$ cat src/rtl/exe_wb_arbiter.sv
// Execute-to-writeback result arbiter: picks one of MEM/MUL/DIV per cycle
// (MEM > MUL > DIV, with starvation boost for MUL/DIV) into a stallable output register.
module exe_wb_arbiter #(
  parameter int DATA_W       = 64,
  parameter int PREG_W       = 6,
  parameter int STARVE_LIMIT = 4,
  parameter int CNT_W        = 3
) (
  input  logic              clk_i,
  input  logic              rstn_i,
  input  logic              kill_i,
  input  logic              mem_valid_i,
  input  logic [DATA_W-1:0] mem_data_i,
  input  logic [PREG_W-1:0] mem_prd_i,
  output logic              mem_ready_o,
  input  logic              mul_valid_i,
  input  logic [DATA_W-1:0] mul_data_i,
  input  logic [PREG_W-1:0] mul_prd_i,
  output logic              mul_ready_o,
  input  logic              div_valid_i,
  input  logic [DATA_W-1:0] div_data_i,
  input  logic [PREG_W-1:0] div_prd_i,
  output logic              div_ready_o,
  input  logic              wb_stall_i,
  output logic              wb_valid_o,
  output logic [DATA_W-1:0] wb_data_o,
  output logic [PREG_W-1:0] wb_prd_o,
  output logic [1:0]        wb_src_o,
  output logic              pmu_conflict_o
);

  typedef enum logic [1:0] {
    SRC_NONE = 2'd0,
    SRC_MEM  = 2'd1,
    SRC_MUL  = 2'd2,
    SRC_DIV  = 2'd3
  } src_e;

  localparam logic [CNT_W-1:0] LIMIT = CNT_W'(STARVE_LIMIT);

  logic [CNT_W-1:0]  mul_cnt, div_cnt;
  logic              accept, mul_boost, div_boost;
  src_e              grant, src_q;
  logic [DATA_W-1:0] sel_data;
  logic [PREG_W-1:0] sel_prd;
  logic [1:0]        valid_cnt;

  assign accept    = !kill_i && !(wb_valid_o && wb_stall_i);
  assign mul_boost = mul_valid_i && (mul_cnt == LIMIT);
  assign div_boost = div_valid_i && (div_cnt == LIMIT);

  always_comb begin
    grant = SRC_NONE;
    if (accept) begin
      if (mul_boost)        grant = SRC_MUL;
      else if (div_boost)   grant = SRC_DIV;
      else if (mem_valid_i) grant = SRC_MEM;
      else if (mul_valid_i) grant = SRC_MUL;
      else if (div_valid_i) grant = SRC_DIV;
    end
  end

  assign mem_ready_o = (grant == SRC_MEM);
  assign mul_ready_o = (grant == SRC_MUL);
  assign div_ready_o = (grant == SRC_DIV);

  always_comb begin
    sel_data = '0;
    sel_prd  = '0;
    unique case (grant)
      SRC_MEM: begin sel_data = mem_data_i; sel_prd = mem_prd_i; end
      SRC_MUL: begin sel_data = mul_data_i; sel_prd = mul_prd_i; end
      SRC_DIV: begin sel_data = div_data_i; sel_prd = div_prd_i; end
      default: ;
    endcase
  end

  assign valid_cnt = {1'b0, mem_valid_i} + {1'b0, mul_valid_i} + {1'b0, div_valid_i};

  // Counters keep climbing while a stalled output blocks grants.
  always_ff @(posedge clk_i or negedge rstn_i) begin
    if (!rstn_i) begin
      mul_cnt <= '0;
      div_cnt <= '0;
    end else begin
      if (kill_i || grant == SRC_MUL || !mul_valid_i) mul_cnt <= '0;
      else if (mul_cnt != LIMIT)                     mul_cnt <= mul_cnt + 1'b1;

      if (kill_i || grant == SRC_DIV || !div_valid_i) div_cnt <= '0;
      else if (div_cnt != LIMIT)                     div_cnt <= div_cnt + 1'b1;
    end
  end

  always_ff @(posedge clk_i or negedge rstn_i) begin
    if (!rstn_i) begin
      wb_valid_o     <= 1'b0;
      wb_data_o      <= '0;
      wb_prd_o       <= '0;
      src_q          <= SRC_NONE;
      pmu_conflict_o <= 1'b0;
    end else begin
      pmu_conflict_o <= !kill_i && (valid_cnt >= 2'd2);
      if (kill_i) begin
        wb_valid_o <= 1'b0;
        src_q      <= SRC_NONE;
      end else if (grant != SRC_NONE) begin
        wb_valid_o <= 1'b1;
        wb_data_o  <= sel_data;
        wb_prd_o   <= sel_prd;
        src_q      <= grant;
      end else if (!(wb_stall_i && wb_valid_o)) begin
        wb_valid_o <= 1'b0;
        src_q      <= SRC_NONE;
      end
    end
  end

  assign wb_src_o = src_q;

endmodule

$ cat config.mk
export PLATFORM = sky130hd
export DESIGN_NAME = exe_wb_arbiter
export DESIGN_NICKNAME = d
export VERILOG_FILES = /design/src/rtl/exe_wb_arbiter.sv
export SDC_FILE = /design/constraint.sdc
export NUM_CORES = 1
export LEC_CHECK = 0
export ABC_CLOCK_PERIOD_IN_PS = 2400
export CAP_MARGIN = 20
export CORE_ASPECT_RATIO = 2
export CORE_MARGIN = 1.5
export CORE_UTILIZATION = 39
export CTS_CLUSTER_SIZE = 8
export DETAILED_ROUTE_END_ITERATION = 12
export GPL_TIMING_DRIVEN = 0
export MAX_ROUTING_LAYER = met4
export PLACE_DENSITY_LB_ADDON = 0.12
export SLEW_MARGIN = 20
export SYNTH_ARGS = -nofsm -noshare
export SYNTH_HDL_FRONTEND = slang
export SYNTH_SLANG_ARGS = --single-unit
$ cat constraint.sdc
create_clock -name clk_i -period 2.4 [get_ports clk_i]
set_clock_uncertainty 0.2 [all_clocks]
set_input_delay 0.36 -clock clk_i [delete_from_list [all_inputs] [get_ports clk_i]]
set_output_delay 0.36 -clock clk_i [all_outputs]
set_load 0.02 [all_outputs]
# == After elaboration in Yosys (flattened, before gate mapping) ==
# Cells that the tools add are included.
# totals
register_bits,80
latchBits,0
ramBits,0
rom_bits,0
in_bits,217
out_inout_bits,77
wordCells,56
memories,0
# classes
add_sub_neg,4
multipliers,0
div,0
n_lt_le_gt_ge,1
eq_ne,8
shift,0
mux,18
bitwise,1
n_reduce_logical,17
# ops
operator,count
64-bit case mux with 3 select lines,1
2-bit two-way mux,9
6-bit case mux with 3 select lines,1
3-bit two-way mux,4
3-bit by 1-bit adder with 3-bit output (second input constant),2
3-bit equality test (second input constant),2
3-bit != test (second input constant),2
2-bit nonzero test,3
1-bit logical AND,5
2-bit equality test (second input constant),2
1-bit logical NOT,4
1-bit logical OR,4
1-bit two-way mux,3
3-bit by 2-bit != test with 1-bit output (second input constant),1
1-bit by 1-bit adder with 2-bit output,1
2-bit by 1-bit adder with 2-bit output,1
2-bit by 1-bit equality test with 1-bit output (second input constant),1
2-bit greater-or-equal comparator (second input constant),1
2-bit AND reduction,1
1-bit inverter,1

# == Depth between registers and ports, before layout ==
# logic_depth
ltp_word,10
ltp_mapped,7
depth_no_buf,5

# == Worst setup path after synthesis ==
# Ideal clock, no wire load.
# synth_timing
path_kind,flip-flop to output port
from,register div_cnt[0]
to,output div_ready_o
arrival_time_ps,1501
required_ps,1840
path_slack_ps,339
stages_incl_launch_ff,8
path_buffers,2
path_cell_list,dfrtp_1 inv_1 ha_1 buf_2 o2bb2ai_2 buf_2 nand2_1 nor2_1
# synth_via
elab_chain_len,6
# synth_rtl
element,line,rtl
from (decl),41,"logic [CNT_W-1:0] mul_cnt, div_cnt;"
from (signal assigned),90,else if (div_cnt != LIMIT) div_cnt <= div_cnt + 1'b1;
3-bit equality test,50,assign div_boost = div_valid_i && (div_cnt == LIMIT);
1-bit logical AND,50,
2-bit two-way mux,56,else if (div_boost) grant = SRC_DIV;
2-bit two-way mux,55,if (mul_boost) grant = SRC_MUL;
2-bit two-way mux,54,if (accept) begin
2-bit equality test,65,assign div_ready_o = (grant == SRC_DIV);
to (decl),23,"output logic div_ready_o,"
# No other way between the ends.

# == Final worst setup path ==
# layout_timing
from,register mul_cnt[0]
to,output mul_ready_o
# layout_via
elab_chain_len,5
# layout_rtl
element,line,rtl
from (decl),41,
from (signal assigned),87,else if (mul_cnt != LIMIT) mul_cnt <= mul_cnt + 1'b1;
3-bit equality test,49,assign mul_boost = mul_valid_i && (mul_cnt == LIMIT);
1-bit logical AND,49,
2-bit two-way mux,55,
2-bit two-way mux,54,
2-bit equality test,64,assign mul_ready_o = (grant == SRC_MUL);
to (decl),19,"output logic mul_ready_o,"
# No other way between the ends.

==> metrics.txt <==
Leakage around 3.5 nW; Routed Antenna Nets 0; Area contributors post-synth dfrtp_1 40%, a32oi_1 12%, o221ai_1 12%; crit-path cells inv_1 > ha_2 > and2_1 > buf_2 > o211ai_4 > buf_6 > inv_2 > buf_2; FFs w/ async S/R, synth 100%; core area between 10000 and 15000 um^2; most used cell, CP buf_2; die width 83.2 um; Synth Net Count 773; setup violators final 0; cell count after synthesis about 550; CP arrival roughly 1.8 ns; largest net degree at the start of global routing 44; status completed; Tcrit/Tclk final 96.9%; Setup crit end mul_ready_o; total number of vias about 5800; CTS max path bufs 2; clock slew at reported path FFs 0.06 ns; register area 2000 um^2; fillers 1022; most frequent cell after synthesis dfrtp_1; CTS tree yes; Num Clock Sinks 80; Die Area roughly 14000 um^2; hold slack 0.123 ns; Hold Path Class primary input to flip-flop; synth warn 0; # rows 58; VDD IR max 0.458 mV; CTS root buffer clkbuf_16; GRT Overall Usage 31.5%; Worst Tran Pin Value 0.556 ns; global-route wire length before repair 32700 um; max-slew violations 0; FMAX around 430 MHz; detailed placement HPWL approximately 16000 um; r2r startpoint div_cnt[1]$_DFFE_PN0P_; worst r2r path cells 9; relative slew slack 62.9%; Setup CP Type flip-flop to output pin; fin crit period 2.33 ns; grt total ovfl 0; Yosys top cell area share 39.9%; Final Hold Fails 0; drt first pass iters 4; I/O pin count 294; H-tree depth 3; Placed Instances 993; clock latency on the worst-skew pair 0.33 ns; drt wl/cell 20.7 um; routability cong. 0.863; Die Y 163 um; WL final 21000 um; critical path capture point type output pin; number of buffers added on ports ~290; layout cell share with drive strength beyond 1 8.65%; FF-to-FF setup slack 0.14 ns; Synth Cell Area roughly 5000 um^2; Post-layout nets 1086; Synth-to-Final Area Change 70.9%; vias in the first global route roughly 6200; Seq/Total Area, Yosys roughly 40%; slowest CP cell dfrtp_1; TritonCTS Buffers 9; Power per Cell Area 556 nW/um^2; CP startpoint kind flip-flop; multi-input logic area approximately 2400 um^2; predominant post-synthesis flop cell dfrtp_1; Avg Inst Size Synth 9.11 um^2; Cell Count, Final, Fillers Out 1017; # DRC 0; Tot Pwr 0.00477 W; EDFF count, synth 0; Worst Setup SP mul_cnt[0]$_DFFE_PN0P_; ant diodes 0; Max FO, Critical Path 5; FF-to-FF End wb_data_o[19]$_DFFE_PN0P_; initial core utilization 40.0%; cell taking the most area after synthesis dfrtp_1; First DRT Iteration DRCs 241; Max-cap violations 0; WP data required 1.84 ns; top post-synthesis cells by count 80 x dfrtp_1, 76 x inv_1, 71 x and2_1, 71 x o21ai_0; number of synthesized register bits 80; Netlist cell types 35; initial antenna violation count 0; Via density between 5 and 6; CP peak stage delay 0.34 ns
[sequential cells by signal (all words and copies together), names as in the netlist]
name	count
div_cnt	3
mul_cnt	3
pmu_conflict_o	1
wb_data_o	64
wb_prd_o	6
wb_src_o	2
wb_valid_o	1
[timing repair]
action / 4_1_cts / 5_1_grt
pin swaps: 4 / 2
setup buffers: 9 / 1
setup endpoints to repair: 3 / 10
gates resized for setup: 24 / 8
hold buffers: 1 / 0
endpoints found under the hold margin: 37 / 0
[worst max-delay path, delay by kind of cell, from the launching register on]
kind	cells	cell delay [ns]
adders and majority gates	1	0.20
buffers and inverters	5	0.52
DFF	1	0.34
and+or+nand+nor	1	0.13
AOI/OAI and AO/OA	1	0.23
[stage by stage]
| stage | setup WS, ns | util [%] | area [um^2] | setup TNS, ns |
|---|---|---|---|---|
| floorplan | 0.339 | - | 5020 | 0 |
| global placement | -2.20 | 64.7 | 8120 | -181.30 |
| detailed placement | -0.769 | 64.9 | 8150 | -7.40 |
| CTS | 0.00956 | 68.3 | 8580 | 0 |
| global route | -0.000406 | 68.4 | 8580 | -0.000406 |
| finish | 0.0747 | 68.4 | 8580 | 0 |
[cells in the final DEF, fill, tap and decap left out, drive strengths merged]
| cell | n |
|---|---|
| mux2i | 1 |
| a311oi | 1 |
| or2 | 1 |
| nand2b | 1 |
| nand3b | 1 |
| dfrtp | 80 |
| o2bb2ai | 1 |
| nor2 | 8 |
| ha | 5 |
| o211ai | 1 |
| nor3 | 2 |
| dlygate4sd3 | 1 |
| dlygate4sd2 | 2 |
| a311o | 1 |
| and2 | 71 |
| a21o | 2 |
| clkbuf | 41 |
| o221ai | 70 |
| a21boi | 1 |
| xnor2 | 2 |
| buf | 46 |
| a211oi | 3 |
| a31oi | 1 |
| a21oi | 4 |
| clkdlybuf4s50 | 285 |
| a32oi | 70 |
| inv | 77 |
| nand2 | 7 |
| clkinv | 2 |
| bufinv | 2 |
| nand3 | 3 |
| o21ai | 73 |
| a32o | 1 |
[logic make-up after synthesis]
kind of cell / synth area share [%]
buffers and inverters: 12.2
flip-flops: 39.9
multiplexers: 0.199
AND/OR/NAND/NOR: 11.3
AO/OA/AOI/OAI: 34.8
adder cells (fa/ha/maj): 1.25
XOR/XNOR: 0.349
[report_power, final]
part / internal (W) / switching [W]
Sequential: 0.00154 / 0.000107
Clock: 0.000924 / 0.000531
Combinational: 0.000881 / 0.000784
[cell type report]
cell class	count	area share, %
Sequential cell	80	23.3
Multi-Input combinational cell	331	28.4
Clock inverter	4	0.816
Clock buffer	10	2.78
Tap cell	150	2.19
Timing Repair Buffer	303	35.0
Buffer	62	4.05
Inverter	77	3.37
[worst min path at each step]
| stage | from | slack, ns | cells after the start | to |
|---|---|---|---|---|
| finish | kill_i | 0.12 | 2 | wb_valid_o$_DFFE_PN0P_ |
| global route | kill_i | 0.13 | 2 | wb_valid_o$_DFFE_PN0P_ |
| CTS | kill_i | 0.11 | 2 | wb_src_o[1]$_DFFE_PN0P_ |
| detailed placement | rstn_i | 0.18 | 1 | wb_data_o[3]$_DFFE_PN0P_ |
| global placement | wb_prd_o[0]$_DFFE_PN0P_ | 0.28 | 2 | wb_prd_o[0]$_DFFE_PN0P_ |
| floorplan | rstn_i | -0.14 | 0 | div_cnt[0]$_DFFE_PN0P_ |
[layer usage]
metal	vias up	global-route usage, %	wire [um]	share of wire, %
met5	-	-	0	0
met4	0	15.9	1060	5.0
met3	75	5.86	1250	5.9
met2	273	55.9	11100	53
met1	2810	33.2	7610	36
li1	2690	-	-	-
Power figures use the tool's default switching activity.
